===== config.mk =====
export PLATFORM = sky130hd
export DESIGN_NAME = vcve2_vrf_agu
export DESIGN_NICKNAME = d
export VERILOG_FILES = /design/src/rtl/vcve2_pkg.sv /design/src/rtl/vcve2_vrf_agu.sv
export SDC_FILE = /design/constraint.sdc
export NUM_CORES = 1
export LEC_CHECK = 0
export BUFFER_PORTS_ARGS = -buffer_cell sky130_fd_sc_hd__clkbuf_2
export CORE_MARGIN = 10
export CORE_UTILIZATION = 55
export CTS_BUF_LIST = sky130_fd_sc_hd__clkbuf_16
export DETAILED_ROUTE_END_ITERATION = 7
export PLACE_DENSITY = 0.84
export SYNTH_ARGS = -nofsm -noshare
export SYNTH_HDL_FRONTEND = slang
export SYNTH_SLANG_ARGS = --single-unit

===== constraint.sdc =====
create_clock -name clk_i -period 2.7 [get_ports clk_i]
set_input_delay 0.135 -clock clk_i [delete_from_list [all_inputs] [get_ports clk_i]]
set_output_delay 0.135 -clock clk_i [all_outputs]
set_load 0.05 [all_outputs]

===== src/rtl/vcve2_pkg.sv =====
// Shared vector-unit types: register group multiplier encoding (vtype.vlmul).
package vcve2_pkg;

  typedef enum logic [2:0] {
    LMUL_1    = 3'b000,
    LMUL_2    = 3'b001,
    LMUL_4    = 3'b010,
    LMUL_8    = 3'b011,
    LMUL_RSVD = 3'b100,
    LMUL_F8   = 3'b101,
    LMUL_F4   = 3'b110,
    LMUL_F2   = 3'b111
  } vlmul_e;

endpackage


===== src/rtl/vcve2_vrf_agu.sv =====
// Address generator for vector-register-file words held in data memory.
// Optional group-bounds checking is enabled with `define VCVE2_AGU_BOUNDS_CHK_EN.
//
// state  | meaning
// IDLE   | no group in progress; get/incr requests ignored
// ACTIVE | operands latched; addresses generated, offsets advance on incr
module vcve2_vrf_agu #(
  parameter int unsigned VLEN     = 128,
  parameter logic [31:0] VRF_BASE = 32'h0000_1000
) (
  input  logic               clk_i,
  input  logic               rst_ni,
  input  logic               agu_load_i,
  input  logic               agu_get_rs1_i,
  input  logic               agu_get_rs2_i,
  input  logic               agu_get_rd_i,
  input  logic               agu_incr_i,
  input  logic [4:0]         vs1_i,
  input  logic [4:0]         vs2_i,
  input  logic [4:0]         vd_i,
  input  vcve2_pkg::vlmul_e  lmul_i,
  output logic [31:0]        addr_o,
  output logic               addr_valid_o,
  output logic               group_end_o,
  output logic               busy_o,
  output logic               err_o
);

  localparam int unsigned VLENB = VLEN / 8;
  localparam int unsigned OFF_W = $clog2(8 * VLENB) + 1;

  typedef enum logic {IDLE, ACTIVE} state_e;
  typedef enum logic [1:0] {SEL_NONE, SEL_RS1, SEL_RS2, SEL_RD} sel_e;

  state_e           state_q;
  logic [4:0]       vs1_q, vs2_q, vd_q;
  logic [2:0]       lmul_q;
  logic [OFF_W-1:0] off_rs1_q, off_rs2_q, off_rd_q;
  logic [31:0]      addr_q;
  logic             addr_valid_q;
  logic             group_end_q;
  logic             err_d;

  sel_e             sel;
  logic [4:0]       sel_idx;
  logic [OFF_W-1:0] sel_off;
  logic [OFF_W-1:0] off_inc;
  logic [OFF_W-1:0] off_nxt;
  logic [OFF_W-1:0] gb;
  logic             wrap;
  logic [31:0]      sel_addr;

  // On a load cycle the address comes from the incoming indices at offset 0.
  always_comb begin
    sel = SEL_NONE;
    if (agu_get_rs1_i)      sel = SEL_RS1;
    else if (agu_get_rs2_i) sel = SEL_RS2;
    else if (agu_get_rd_i)  sel = SEL_RD;

    sel_idx = '0;
    sel_off = '0;
    case (sel)
      SEL_RS1: begin
        sel_idx = agu_load_i ? vs1_i : vs1_q;
        sel_off = off_rs1_q;
      end
      SEL_RS2: begin
        sel_idx = agu_load_i ? vs2_i : vs2_q;
        sel_off = off_rs2_q;
      end
      SEL_RD: begin
        sel_idx = agu_load_i ? vd_i : vd_q;
        sel_off = off_rd_q;
      end
      default: ;
    endcase
    if (agu_load_i) sel_off = '0;
  end

  assign gb       = lmul_q[2] ? OFF_W'(VLENB) : OFF_W'(VLENB) << lmul_q[1:0];
  assign off_inc  = sel_off + OFF_W'(4);
  assign wrap     = (off_inc == gb);
  assign off_nxt  = wrap ? '0 : off_inc;
  assign sel_addr = VRF_BASE + (32'(sel_idx) * VLENB) + 32'(sel_off);

`ifdef VCVE2_AGU_BOUNDS_CHK_EN
  logic err_q;

  // Fractional and reserved multipliers occupy a single register: always legal.
  function automatic logic idx_bad(input logic [4:0] idx, input logic [2:0] lmul);
    logic [3:0] n;
    idx_bad = 1'b0;
    if (!lmul[2]) begin
      n = 4'd1 << lmul[1:0];
      idx_bad = ((idx & {1'b0, n - 4'd1}) != 5'd0) ||
                (({1'b0, idx} + {2'b00, n}) > 6'd32);
    end
  endfunction

  assign err_d = agu_load_i ? (idx_bad(vs1_i, lmul_i) | idx_bad(vs2_i, lmul_i) |
                               idx_bad(vd_i, lmul_i))
                            : err_q;

  always_ff @(posedge clk_i or negedge rst_ni) begin
    if (!rst_ni) err_q <= 1'b0;
    else         err_q <= err_d;
  end

  assign err_o = err_q;
`else
  assign err_d = 1'b0;
  assign err_o = 1'b0;
`endif

  always_ff @(posedge clk_i or negedge rst_ni) begin
    if (!rst_ni) begin
      state_q      <= IDLE;
      vs1_q        <= '0;
      vs2_q        <= '0;
      vd_q         <= '0;
      lmul_q       <= '0;
      off_rs1_q    <= '0;
      off_rs2_q    <= '0;
      off_rd_q     <= '0;
      addr_q       <= '0;
      addr_valid_q <= 1'b0;
      group_end_q  <= 1'b0;
    end else begin
      addr_valid_q <= 1'b0;
      group_end_q  <= 1'b0;
      if (agu_load_i) begin
        state_q   <= ACTIVE;
        vs1_q     <= vs1_i;
        vs2_q     <= vs2_i;
        vd_q      <= vd_i;
        lmul_q    <= lmul_i;
        off_rs1_q <= '0;
        off_rs2_q <= '0;
        off_rd_q  <= '0;
        if (sel != SEL_NONE) begin
          addr_q       <= sel_addr;
          addr_valid_q <= ~err_d;
        end
      end else begin
        case (state_q)
          IDLE: ;
          ACTIVE: begin
            if (sel != SEL_NONE) begin
              addr_q       <= sel_addr;
              addr_valid_q <= ~err_d;
              if (agu_incr_i) begin
                case (sel)
                  SEL_RS1: off_rs1_q <= off_nxt;
                  SEL_RS2: off_rs2_q <= off_nxt;
                  SEL_RD: begin
                    off_rd_q <= off_nxt;
                    if (wrap) begin
                      group_end_q <= 1'b1;
                      state_q     <= IDLE;
                    end
                  end
                  default: ;
                endcase
              end
            end
          end
          default: state_q <= IDLE;
        endcase
      end
    end
  end

  assign addr_o       = addr_q;
  assign addr_valid_o = addr_valid_q;
  assign group_end_o  = group_end_q;
  assign busy_o       = (state_q == ACTIVE);

endmodule


=== After elaboration in Yosys (flattened, before gate mapping) ===
Index checks and enable logic that the tools add are counted.

* Word-level logic and storage cells: 73
* Bits in registers: 77

* Reduce and logical (&&, ||, !) cells: 10
* Shift-type cells: 1
* Eq/ne operators: 4
* Add/subtract/negate cells: 3
* Mux-type cells: 44

{| class="wikitable"
|+ Operators by type and width
! operator !! count
|-
| 8-bit 2-to-1 mux || 18
|-
| 32-bit 2-to-1 mux || 3
|-
| 8-bit case mux with 3 select lines || 1
|-
| 14-bit by 8-bit adder with 15-bit output || 1
|-
| 1-bit 2-to-1 mux || 15
|-
| 5-bit 2-to-1 mux || 3
|-
| 5-bit case mux with 3 select lines || 1
|-
| 13-bit by 9-bit adder with 14-bit output, first input constant || 1
|-
| 2-bit nonzero test || 7
|-
| 4-bit AND reduction || 3
|-
| 8-bit by 3-bit adder with 8-bit output, second input constant || 1
|-
| 8-bit equality test || 1
|-
| 5-bit by 2-bit << shifter with 8-bit output, first input constant || 1
|-
| 2-bit 2-to-1 mux || 3
|-
| 2-bit equality test, second input constant || 2
|-
| 2-bit by 1-bit equality test with 1-bit output, second input constant || 1
|}

=== Longest topological paths before layout ===
Gate-level depths: netlist of the first run.

* Word-level depth: 14
* Gate-level depth with buffers: 12

=== Least setup slack after synthesis of the first run ===
Ideal clock, no wire load.

* Path type: in2reg
* From: input port agu_load_i
* To: register off_rs1_q[4]
* Arrival: 2578 ps
* Required time: 2590 ps
* Path buffers: 4
* Slack: 12 ps
* Library setup time: 110 ps
* Stages: 11
* Cell sequence: buf_1 clkbuf_1 buf_1 nor2_1 ha_1 nand3_1 mux2i_4 nand3b_1 a311oi_2 buf_6 o41ai_1

* Word-level cells in the longest chain between the ends: 9
* Elaborated cells between the ends (all ways): 14

{| class="wikitable"
|+ Ends and longest elaborated chain
! element !! line !! source
|-
| from (decl) || vcve2_vrf_agu.sv:13 || <nowiki>input logic agu_load_i,</nowiki>
|-
| 8-bit 2-to-1 mux || vcve2_vrf_agu.sv:77 || <nowiki>if (agu_load_i) sel_off = '0;</nowiki>
|-
| 8-bit by 3-bit adder with 8-bit output || vcve2_vrf_agu.sv:81 || <nowiki>assign off_inc = sel_off + OFF_W'(4);</nowiki>
|-
| 8-bit equality test || vcve2_vrf_agu.sv:82 || <nowiki>assign wrap = (off_inc == gb);</nowiki>
|-
| 8-bit 2-to-1 mux || vcve2_vrf_agu.sv:83 || <nowiki>assign off_nxt = wrap ? '0 : off_inc;</nowiki>
|-
| 8-bit 2-to-1 mux || vcve2_vrf_agu.sv:152 || <nowiki>case (sel)</nowiki>
|-
| 8-bit 2-to-1 mux || vcve2_vrf_agu.sv:151 || <nowiki>if (agu_incr_i) begin</nowiki>
|-
| 8-bit 2-to-1 mux || vcve2_vrf_agu.sv:148 || <nowiki>if (sel != SEL_NONE) begin</nowiki>
|-
| 8-bit 2-to-1 mux || vcve2_vrf_agu.sv:145 || <nowiki>case (state_q)</nowiki>
|-
| 8-bit 2-to-1 mux || vcve2_vrf_agu.sv:131 || <nowiki>if (agu_load_i) begin</nowiki>
|-
| to (signal assigned) || vcve2_vrf_agu.sv:153 || <nowiki>SEL_RS1: off_rs1_q <= off_nxt;</nowiki>
|-
| to (decl) || vcve2_vrf_agu.sv:38 || <nowiki>logic [OFF_W-1:0] off_rs1_q, off_rs2_q, off_rd_q;</nowiki>
|}

Several ways; a longest one is shown, not always the timed one. The select of a mux whose other input is x is not followed.
A chain may end at the register's enable or synchronous reset.

=== Worst setup path after layout of the first run ===
* From: register off_rs2_q[2]
* To: register off_rs1_q[4]

* Word-level cells in the longest chain between the ends: 10

{| class="wikitable"
|+ Ends and longest elaborated chain
! element !! line !! source
|-
| from (decl) || vcve2_vrf_agu.sv:38 ||
|-
| from (signal assigned) || vcve2_vrf_agu.sv:154 || <nowiki>SEL_RS2: off_rs2_q <= off_nxt;</nowiki>
|-
| 8-bit case mux with 3 select lines (*) || vcve2_vrf_agu.sv:62 || <nowiki>case (sel)</nowiki>
|-
| 8-bit 2-to-1 mux (*) || vcve2_vrf_agu.sv:77 ||
|-
| 8-bit by 3-bit adder with 8-bit output (*) || vcve2_vrf_agu.sv:81 ||
|-
| 8-bit equality test || vcve2_vrf_agu.sv:82 ||
|-
| 8-bit 2-to-1 mux (*) || vcve2_vrf_agu.sv:83 ||
|-
| 8-bit 2-to-1 mux (*) || vcve2_vrf_agu.sv:152 ||
|-
| 8-bit 2-to-1 mux (*) || vcve2_vrf_agu.sv:151 ||
|-
| 8-bit 2-to-1 mux (*) || vcve2_vrf_agu.sv:148 ||
|-
| 8-bit 2-to-1 mux (*) || vcve2_vrf_agu.sv:145 ||
|-
| 8-bit 2-to-1 mux (*) || vcve2_vrf_agu.sv:131 ||
|}

Mark *: on every way between the ends. The rest lies on a longest branch, timed or not. The select of a mux whose other input is x is not followed.

==> results of run 1 <==
## critical path, stage by stage, from the launching register on
cell and delay [ns]:
dfrtp_1 0.40, a21oi_1 0.19, a22o_1 0.19, nor2_1 0.07, ha_1 0.26, nand3_1 0.15, mux2i_4 0.32, nand3b_1 0.16
a311oi_2 0.10, buf_4 0.20, o41ai_1 0.33
## layout make-up
type	count	area, um2	area share (%)
clock inverters	3	37.5	1.11
inverters	6	22.5	0.667
multi-input cells	213	1410	41.9
flip-flops and latches	56	1400	41.5
repair buffers	51	290	8.59
clock buffers	5	125	3.70
well taps	70	87.6	2.59
## state kept, by name (all words and copies together), names as in the netlist, 3 cells and up
signal	flops
addr_o	11
lmul_q	3
off_rd_q	8
off_rs1_q	8
off_rs2_q	8
vd_q	5
vs1_q	5
vs2_q	5
## through the flow
stage	setup WS, ns	instances	cell area, um2	total power, mW
floorplan	0.0117	314	3080	1.25
global placement	0.292	392	3180	1.31
detailed placement	0.123	392	3180	1.33
CTS	0.127	401	3350	2.04
global route	0.0636	404	3380	2.12
finish	0.226	404	3380	2.03
## worst max-delay path by stage
stage | to | slack (ns) | depth (start not counted)
floorplan | off_rs1_q[4] | 0.01 | 11
global placement | off_rs2_q[4] | 0.29 | 11
detailed placement | off_rd_q[4] | 0.12 | 11
CTS | off_rd_q[4] | 0.13 | 10
global route | off_rs1_q[4] | 0.06 | 10
finish | off_rs1_q[4] | 0.23 | 10
## routing by layer
layer	vias up	track usage [%]
met5	-	0
li1	1058	-
met4	0	7.34
met3	13	4.32
met2	80	26.3
met1	1069	17.7
## cell usage in the layout (no fill, tap or decap), types with 6 or more instances in the layout
| cell | Yosys | layout |
|---|---|---|
| o21ai_0 | 16 | 16 |
| nor2b_1 | 11 | 11 |
| nand3_1 | 17 | 17 |
| buf_4 | 26 | 12 |
| o31ai_1 | 7 | 7 |
| dfrtp_1 | 56 | 56 |
| nor2_1 | 16 | 16 |
| a22oi_1 | 6 | 6 |
| a21oi_1 | 13 | 13 |
| mux2_2 | 18 | 18 |
| clkbuf_2 | 0 | 38 |
| inv_1 | 6 | 6 |
| conb_1 | 1 | 22 |
| nand3b_1 | 7 | 7 |
| nand2_1 | 28 | 28 |
## timing repair
item | in CTS | in global routing
resized for setup | 0 | 1
endpoints found under the hold margin | 23 | 0
setup endpoints to repair | 0 | 5
hold buffers | 1 | 0
setup buffers | 0 | 3
## power groups by stage
| stage | clock, mW | combinational, mW | sequential [mW] |
|---|---|---|---|
| after floorplan | 0 | 0.259 | 0.989 |
| after global placement | 0 | 0.385 | 0.927 |
| after detailed placement | 0 | 0.394 | 0.931 |
| after CTS | 0.726 | 0.399 | 0.915 |
| after global routing | 0.758 | 0.437 | 0.920 |
| final | 0.715 | 0.403 | 0.915 |
## logic make-up (layout without fill, tap and decap cells)
kind of cell    after synthesis  count (layout)  share of synthesized area [%]
flops                        56              56                           46.6
buf+inv                      45              65                           9.16
xor+xnor                      7               7                           2.50
other cells                   1              22                          0.125
mux                          23              23                           8.95
compound gates               58              58                           12.7
simple gates                 97              97                           17.1
fa+ha+maj                     6               6                           2.75
==> impl_metrics.py, run 1 <==
metrics = {
    "placement": {
        "numPortBuffers": 38,
        "dp_hpwl_um": 4900,
        "gp_congestion": 0.848,
    },
    "setup_path": {
        "crit_start": "off_rs2_q[2]",
        "start_kind": "flop",
        "r2r_end": "off_rs1_q[4]",
        "path_max_fanout": 11,
        "rr_worst_depth": 10,
        "worst_ep_required_time_ns": 2.88,
        "worstPathArrival_ns": 2.66,
        "end_kind": "flop",
        "r2r_slack_ns": 0.23,
        "r2r-start": "off_rs2_q[2]",
        "critical_path_class": "reg -> reg",
    },
    "global_routing": {
        "grt_pass1_vias": 2304,
        "antenna_found_initial": 0,
        "grt_max_degree": 26,
        "grt_util_all_layers_pct": 15.5,
        "grt_overflow": 0,
        "grt_pass1_wl_um": 11000,
    },
    "hold_path": {
        "min_path_cells": 2,
        "worstHoldStart": "lmul_i[1]",
        "hold_path_class": "in -> reg",
        "worst_hold_path.endpoint": "lmul_q[1]",
    },
    "power_and_ir_drop": {
        "seq_power_share_pct": 45.0,
        "internal_power_mw": 1.44,
        "clkPwrFrac_pct": 35.2,
        "irDropWorstVdd_v": 0.000444,
        "p_switching_uw": 593,
        "swShare_pct": 29.2,
        "powerDensity_mw_per_mm2": 602,
        "p_comb_share_pct": 19.8,
        "leakagePower_nw": 1.60,
    },
    "synth": {
        "yosysMostFrequentCell": "dfrtp_1",
        "syn-cell-area_mm2": 0.00300,
        "synth_flop_cell": "dfrtp_1",
        "yosysTopAreaCell": "dfrtp_1",
        "netlist_instances": 293,
        "yosysWarningCount": 0,
        "synth_area_per_cell_um2": 10.3,
        "yosys-top-cells-area": "dfrtp_1 (47%), mux2_2 (6.7%), buf_4 (6.5%)",
        "netlist-cell-type-count": 47,
        "synth.top_cell.area_share_pct": 46.6,
        "synth_common_cells": "dfrtp_1 (56), nand2_1 (28), buf_4 (26)",
        "synthArstFlopShare_pct": 100,
        "seq_area_frac_synth_pct": 46.6,
        "ys_ff_latch": 56,
        "synth_edf_count": 0,
    },
    "clock_tree": {
        "cts_tree": "built",
        "clk_pin_slew_worst_paths_ns": 0.07,
        "clkSinkCount": 56,
        "cts_made_buffers": 5,
        "cts-htree-levels": 2,
        "root_buffer": "clkbuf_16",
        "clock_path_buffers": 2,
        "clkLatencyLatePin_ns": 0.29,
    },
    "detailed_routing": {
        "route.vias.total": 2220,
        "avgViaCountPerCell": 5.50,
        "drtIter0Drc": 200,
        "drt-total-wl_um": 6780,
        "drc": 0,
        "met2_length_um": 3370,
        "wl_met3_um": 496,
        "drt.antenna.violating_nets": 0,
        "highest_layer": "met4",
        "wl_met1_um": 2780,
        "dr.pass1.iters": 4,
        "wl_per_cell_um": 16.8,
    },
    "timing": {
        "setup_tns_ns": 0,
        "slew_headroom_pct": 59.8,
        "slew_viol_final": 0,
        "final_hold_viol_count": 0,
        "fin_crit_sh_pct": 91.6,
        "rsz0062_at_grt": "no",
        "setup_viol": 0,
        "worst_pin_slew_ns": 0.603,
        "holdWs_ns": 0.0697,
        "skew_ns": 0.00469,
        "fmax_mhz": 404,
        "post-route-min-period_ns": 2.47,
    },
    "final_layout": {
        "drive_above_1_share_pct": 25.7,
        "syn_to_final_growth_pct": 12.5,
        "fillCellCount": 424,
        "finish.utilization_pct": 64.9,
        "nNetsFinal": 364,
        "antenna_cells": 0,
    },
    "floorplan": {
        "start_util_pct": 57.7,
        "die_width_um": 93.9,
        "ios": 61,
        "dieArea_mm2": 0.00882,
        "core_mm2": 0.00520,
        "die_height_um": 93.9,
        "rows": 26,
    },
    "outcome": {
        "outcome": "finished clean",
    },
    "flow_run": {
        "maxCapViolations": 0,
    },
}
Power figures use the tool's default switching activity.
==> inputs of run 2 (changes only) <==
--- a/config.mk
+++ b/config.mk
@@ -6,7 +6,6 @@
 export NUM_CORES = 1
 export LEC_CHECK = 0
 export BUFFER_PORTS_ARGS = -buffer_cell sky130_fd_sc_hd__clkbuf_2
-export CORE_MARGIN = 10
 export CORE_UTILIZATION = 55
 export CTS_BUF_LIST = sky130_fd_sc_hd__clkbuf_16
 export DETAILED_ROUTE_END_ITERATION = 7
==> run 2 against run 1 <==
Non-clock buffer count is 1 higher. Combinational power hardly changed. Largest cell class unchanged. Routed wire length is 11% lower. Final cell count is 0.25% higher. Critical path depth stayed put. Sequential share of layout area is 0.22 points higher. Worst setup slack worse by 0.0065 ns. Register-to-register slack hardly changed. Critical endpoint is now off_rd_q[4]. Maximum frequency is 0.26% lower. Global-route usage is 6.6 points higher. Sequential power hardly changed.
==> impl_metrics.py, run 2 (synthesized netlist as in run 1, its figures left out) <==
metrics = {
    "outcome": {
        "outcome": "finished clean",
    },
    "clock_tree": {
        "cts_resized": 0,
        "clock_path_buffers": 2,
        "clkSinkCount": 56,
        "clk_pin_slew_worst_paths_ns": 0.07,
        "cts_hold_buf": 1,
        "cts_tree": "built",
        "clkLatencyLatePin_ns": 0.29,
        "cts-htree-levels": 2,
        "root_buffer": "clkbuf_16",
        "cts_made_buffers": 5,
        "cts_setup_buffers": 0,
    },
    "setup_path": {
        "rr_worst_depth": 10,
        "path_max_fanout": 11,
        "r2r-start": "off_rs2_q[2]",
        "critical_path_class": "reg -> reg",
        "worst_ep_required_time_ns": 2.88,
        "worstPathArrival_ns": 2.66,
        "r2r_slack_ns": 0.22,
        "end_kind": "flop",
        "r2r_end": "off_rd_q[4]",
        "start_kind": "flop",
    },
    "flow_run": {
        "maxCapViolations": 0,
    },
    "final_layout": {
        "antenna_cells": 0,
        "syn_to_final_growth_pct": 11.9,
        "fillCellCount": 433,
        "final_common_cell": "dfrtp_1",
        "instances_no_fill": 405,
        "drive_above_1_share_pct": 26.0,
        "final_cell_mix": "dfrtp_1 (56), clkbuf_2 (38), nand2_1 (28)",
        "nNetsFinal": 365,
        "largest_register_ffs": 11,
    },
    "detailed_routing": {
        "drt.antenna.violating_nets": 0,
        "route.vias.total": 2211,
        "drtIter0Drc": 96,
        "drc": 0,
        "wl_per_cell_um": 14.9,
        "avgViaCountPerCell": 5.46,
        "drt-total-wl_um": 6040,
        "dr.pass1.iters": 5,
    },
    "timing": {
        "worst_pin_slew_ns": 0.576,
        "fmax_mhz": 403,
        "slew_headroom_pct": 61.6,
        "setup_viol": 0,
        "final_hold_viol_count": 0,
        "skew_ns": 0.00578,
        "fin_crit_sh_pct": 91.9,
        "rsz0062_at_grt": "no",
        "setup_tns_ns": 0,
        "post-route-min-period_ns": 2.48,
        "slew_viol_final": 0,
    },
    "floorplan": {
        "start_util_pct": 58.1,
        "ios": 61,
        "dieArea_mm2": 0.00576,
        "core_mm2": 0.00517,
        "rows": 26,
        "die_width_um": 75.9,
        "die_height_um": 75.9,
    },
    "hold_path": {
        "worstHoldStart": "lmul_i[0]",
        "worst_hold_path.endpoint": "lmul_q[0]",
        "hold_path_class": "in -> reg",
        "min_path_cells": 2,
    },
    "power_and_ir_drop": {
        "leakagePower_nw": 1.59,
        "internal_power_mw": 1.35,
        "irDropWorstVdd_v": 0.000407,
        "p_comb_share_pct": 20.6,
        "clkPwrFrac_pct": 32.2,
        "powerDensity_mw_per_mm2": 578,
        "p_switching_uw": 589,
        "seq_power_share_pct": 47.2,
        "swShare_pct": 30.4,
    },
    "global_routing": {
        "grt_pass1_vias": 2148,
        "grt_pass1_wl_um": 10100,
        "antenna_found_initial": 0,
        "grt_util_all_layers_pct": 22.1,
        "grt_max_degree": 25,
        "grt_overflow": 0,
    },
    "placement": {
        "dp_cells": 396,
        "numPortBuffers": 38,
        "gp_congestion": 0.822,
        "dp_hpwl_um": 4530,
    },
}
[run 2: routing by layer]
metal	GRT usage, %	vias to the layer above	routed length (um)
met2	37.6	78	3040
met1	28.8	1067	2620
met4	6.73	0	76
met5	0	-	0
met3	3.86	10	302
li1	-	1056	-
[run 2: worst max path at each step]
stage                              from      endpoint  depth (start not counted)
after floorplan              agu_load_i  off_rs1_q[4]                         11
after global placement    agu_get_rs2_i   group_end_o                         11
after detailed placement  agu_get_rs2_i   off_rd_q[4]                         11
after CTS                  off_rs2_q[2]   off_rd_q[4]                         10
after global routing       off_rs2_q[2]  off_rs1_q[7]                         10
final                      off_rs2_q[2]   off_rd_q[4]                         10
[run 2: final cells by class]
type                            count  area (um2)  share of cell area [%]
Multi-Input combinational cell    213        1410                    41.8
Clock buffer                        5         125                    3.72
Sequential cell                    56        1400                    41.7
Clock inverter                      3        20.0                   0.596
Timing Repair Buffer               52         298                    8.86
Inverter                            6        22.5                   0.670
Tap cell                           70        87.6                    2.61
[run 2: power by group through the flow]
stage                     logic (mW)  clock network [mW]  registers, mW
after floorplan                0.259                   0          0.989
after global placement         0.388                   0          0.927
after detailed placement       0.398                   0          0.932
after CTS                      0.401               0.639          0.916
after global routing           0.432               0.677          0.920
final                          0.400               0.625          0.916
[run 2: metrics by stage]
step	cell area, um2	total power, mW	setup WS (ns)	util (%)	hold slack (ns)
6_report	3360	1.94	0.219	65.0	0.0771
5_1_grt	3360	2.03	0.0776	65.0	0.0797
4_1_cts	3360	1.96	0.221	65.0	0.0745
3_5_place_dp	3210	1.33	0.184	62.0	0.153
3_3_place_gp	3210	1.32	0.270	62.0	0.148
2_1_floorplan	3080	1.25	0.0117	-	-0.161
[run 2: critical path, cell delays in order, from the launching register on]
cell and delay, ns:
dfrtp_1 0.39, a21oi_1 0.17, a22o_1 0.24, nor2_1 0.08, ha_1 0.24, nand3_1 0.16
mux2i_4 0.28, nand3b_1 0.15, a311oi_2 0.10, buf_4 0.20, o41ai_1 0.36
==> inputs of run 3 (changes only) <==
--- a/config.mk
+++ b/config.mk
@@ -10,6 +10,7 @@
 export CTS_BUF_LIST = sky130_fd_sc_hd__clkbuf_16
 export DETAILED_ROUTE_END_ITERATION = 7
 export PLACE_DENSITY = 0.84
+export SETUP_SLACK_MARGIN = 0.3
 export SYNTH_ARGS = -nofsm -noshare
 export SYNTH_HDL_FRONTEND = slang
 export SYNTH_SLANG_ARGS = --single-unit
==> run 3 against run 2 <==
Design area is 1.9% higher. Count of clock-buffer cells in the layout unchanged. Non-clock buffer count grew 1. Total power grew 1.6%. Clock skew shrank 0.0013 ns. Die area stayed put. Sequential power barely moved. Register-to-register slack improved by 0.12 ns. Combinational power about the same. Largest cell class unchanged. Largest power group unchanged. Highest routed layer unchanged.
==> impl_metrics.py, run 3 (synthesized netlist as in run 1, its figures left out) <==
metrics = {
    "final_layout": {
        "fillCellCount": 413,
        "antenna_cells": 0,
        "drive_above_1_share_pct": 29.2,
        "instances_no_fill": 406,
        "largest_register_ffs": 11,
        "final_common_cell": "dfrtp_1",
        "finish.utilization_pct": 66.2,
        "syn_to_final_growth_pct": 14.0,
        "final_cell_mix": "dfrtp_1 (56), clkbuf_2 (38), nand2_1 (28)",
        "nNetsFinal": 366,
    },
    "floorplan": {
        "rows": 26,
        "dieArea_mm2": 0.00576,
        "start_util_pct": 58.1,
        "die_width_um": 75.9,
        "ios": 61,
        "die_height_um": 75.9,
        "core_mm2": 0.00517,
    },
    "global_routing": {
        "grt_util_all_layers_pct": 22.9,
        "grt_overflow": 0,
        "grt_pass1_wl_um": 10400,
        "grt_pass1_vias": 2195,
        "grt_max_degree": 38,
        "antenna_found_initial": 0,
    },
    "clock_tree": {
        "clock_path_buffers": 2,
        "clk_pin_slew_worst_paths_ns": 0.07,
        "cts-htree-levels": 2,
        "clkLatencyLatePin_ns": 0.29,
        "cts_tree": "built",
        "clkSinkCount": 56,
        "root_buffer": "clkbuf_16",
        "cts_made_buffers": 5,
    },
    "placement": {
        "dp_hpwl_um": 4390,
        "gp_congestion": 0.844,
        "dp_cells": 392,
        "numPortBuffers": 38,
    },
    "detailed_routing": {
        "drt.antenna.violating_nets": 0,
        "drtIter0Drc": 114,
        "avgViaCountPerCell": 5.44,
        "route.vias.total": 2209,
        "dr.pass1.iters": 5,
        "wl_per_cell_um": 15.1,
        "drt-total-wl_um": 6130,
        "drc": 0,
    },
    "timing": {
        "slew_headroom_pct": 63.5,
        "setup_viol": 0,
        "setup_tns_ns": 0,
        "post-route-min-period_ns": 2.36,
        "final_hold_viol_count": 0,
        "rsz0062_at_grt": "yes",
        "slew_viol_final": 0,
        "fin_crit_sh_pct": 87.4,
        "skew_ns": 0.00453,
        "worst_pin_slew_ns": 0.544,
        "fmax_mhz": 424,
    },
    "power_and_ir_drop": {
        "p_comb_share_pct": 20.4,
        "irDropWorstVdd_v": 0.000356,
        "seq_power_share_pct": 46.4,
        "internal_power_mw": 1.36,
        "powerDensity_mw_per_mm2": 576,
        "swShare_pct": 31.0,
        "leakagePower_nw": 1.62,
        "total_power_mw": 1.97,
        "clkPwrFrac_pct": 33.2,
        "p_switching_uw": 612,
    },
    "hold_path": {
        "min_path_cells": 2,
        "hold_path_class": "in -> reg",
        "worst_hold_path.endpoint": "lmul_q[2]",
        "worstHoldStart": "lmul_i[2]",
    },
    "setup_path": {
        "end_kind": "flop",
        "r2r-start": "off_rs2_q[2]",
        "r2r_end": "group_end_o",
        "start_kind": "flop",
        "worst_ep_required_time_ns": 2.92,
        "worstPathArrival_ns": 2.57,
        "path_max_fanout": 6,
        "critical_path_class": "reg -> reg",
        "r2r_slack_ns": 0.34,
        "rr_worst_depth": 10,
    },
    "flow_run": {
        "maxCapViolations": 0,
    },
    "outcome": {
        "outcome": "finished clean",
    },
}
## run 3: how the worst max path moves through the flow
| stage | startpoint | endpoint | slack [ns] | depth (start not counted) |
|---|---|---|---|---|
| 3_3_place_gp | agu_get_rs2_i | addr_o[9] | 0.25 | 11 |
| 6_report | off_rs2_q[2] | group_end_o | 0.34 | 10 |
| 4_1_cts | off_rs2_q[2] | off_rs1_q[4] | 0.33 | 10 |
| 2_1_floorplan | agu_load_i | addr_o[8] | 0.35 | 12 |
| 5_1_grt | off_rs2_q[2] | group_end_o | 0.24 | 10 |
| 3_5_place_dp | agu_get_rs2_i | off_rs1_q[4] | 0.12 | 11 |
## run 3: repair_timing
action / in CTS / in global routing
endpoints found under the hold margin: 19 / 0
hold buffers: 1 / 0
pin swaps: 1 / 5
setup buffers: 2 / 2
endpoints found under the setup margin: 11 / 16
cloned: 0 / 1
resized for setup: 2 / 12
## run 3: metrics by stage
| stage | setup slack, ns | hold slack, ns | instance area [um2] |
|---|---|---|---|
| detailed placement | 0.123 | 0.104 | 3180 |
| global placement | 0.250 | 0.106 | 3180 |
| global route | 0.243 | 0.0739 | 3420 |
| floorplan | 0.355 | -0.161 | 3090 |
| finish | 0.342 | 0.0690 | 3420 |
| CTS | 0.332 | 0.0700 | 3360 |
## run 3: critical path: stages, from the launching register on
cell and delay (ns):
dfrtp_1 0.38, a21oi_1 0.18, a22o_1 0.23, nor2_2 0.06, ha_2 0.19, nand3_2 0.10
mux2i_4 0.29, nand3b_1 0.12, a311oi_2 0.38, buf_6 0.19, nor3b_2 0.17
## run 3: per-layer routing
layer,vias to the layer above,GRT usage [%],wire length (um)
li1,1064,-,-
met1,1064,28.0,2620
met3,11,4.58,289
met2,70,40.3,3120
met4,0,7.69,108
met5,-,0,0
## run 3: power groups by stage
stage | Combinational [mW] | Clock (mW) | Sequential (mW)
6_report | 0.403 | 0.655 | 0.915
5_1_grt | 0.435 | 0.703 | 0.921
4_1_cts | 0.398 | 0.670 | 0.915
3_5_place_dp | 0.391 | 0 | 0.932
3_3_place_gp | 0.382 | 0 | 0.927
2_1_floorplan | 0.260 | 0 | 0.989
## run 3: area by class of cell
| type | instances | area (um2) | area share (%) |
|---|---|---|---|
| multi-input combinational | 213 | 1450 | 42.4 |
| sequential | 56 | 1400 | 40.9 |
| timing repair buffer | 53 | 309 | 9.03 |
| clock buffer | 5 | 125 | 3.65 |
| tap | 70 | 87.6 | 2.56 |
| clock inverter | 3 | 25.0 | 0.731 |
| inverter | 6 | 22.5 | 0.658 |
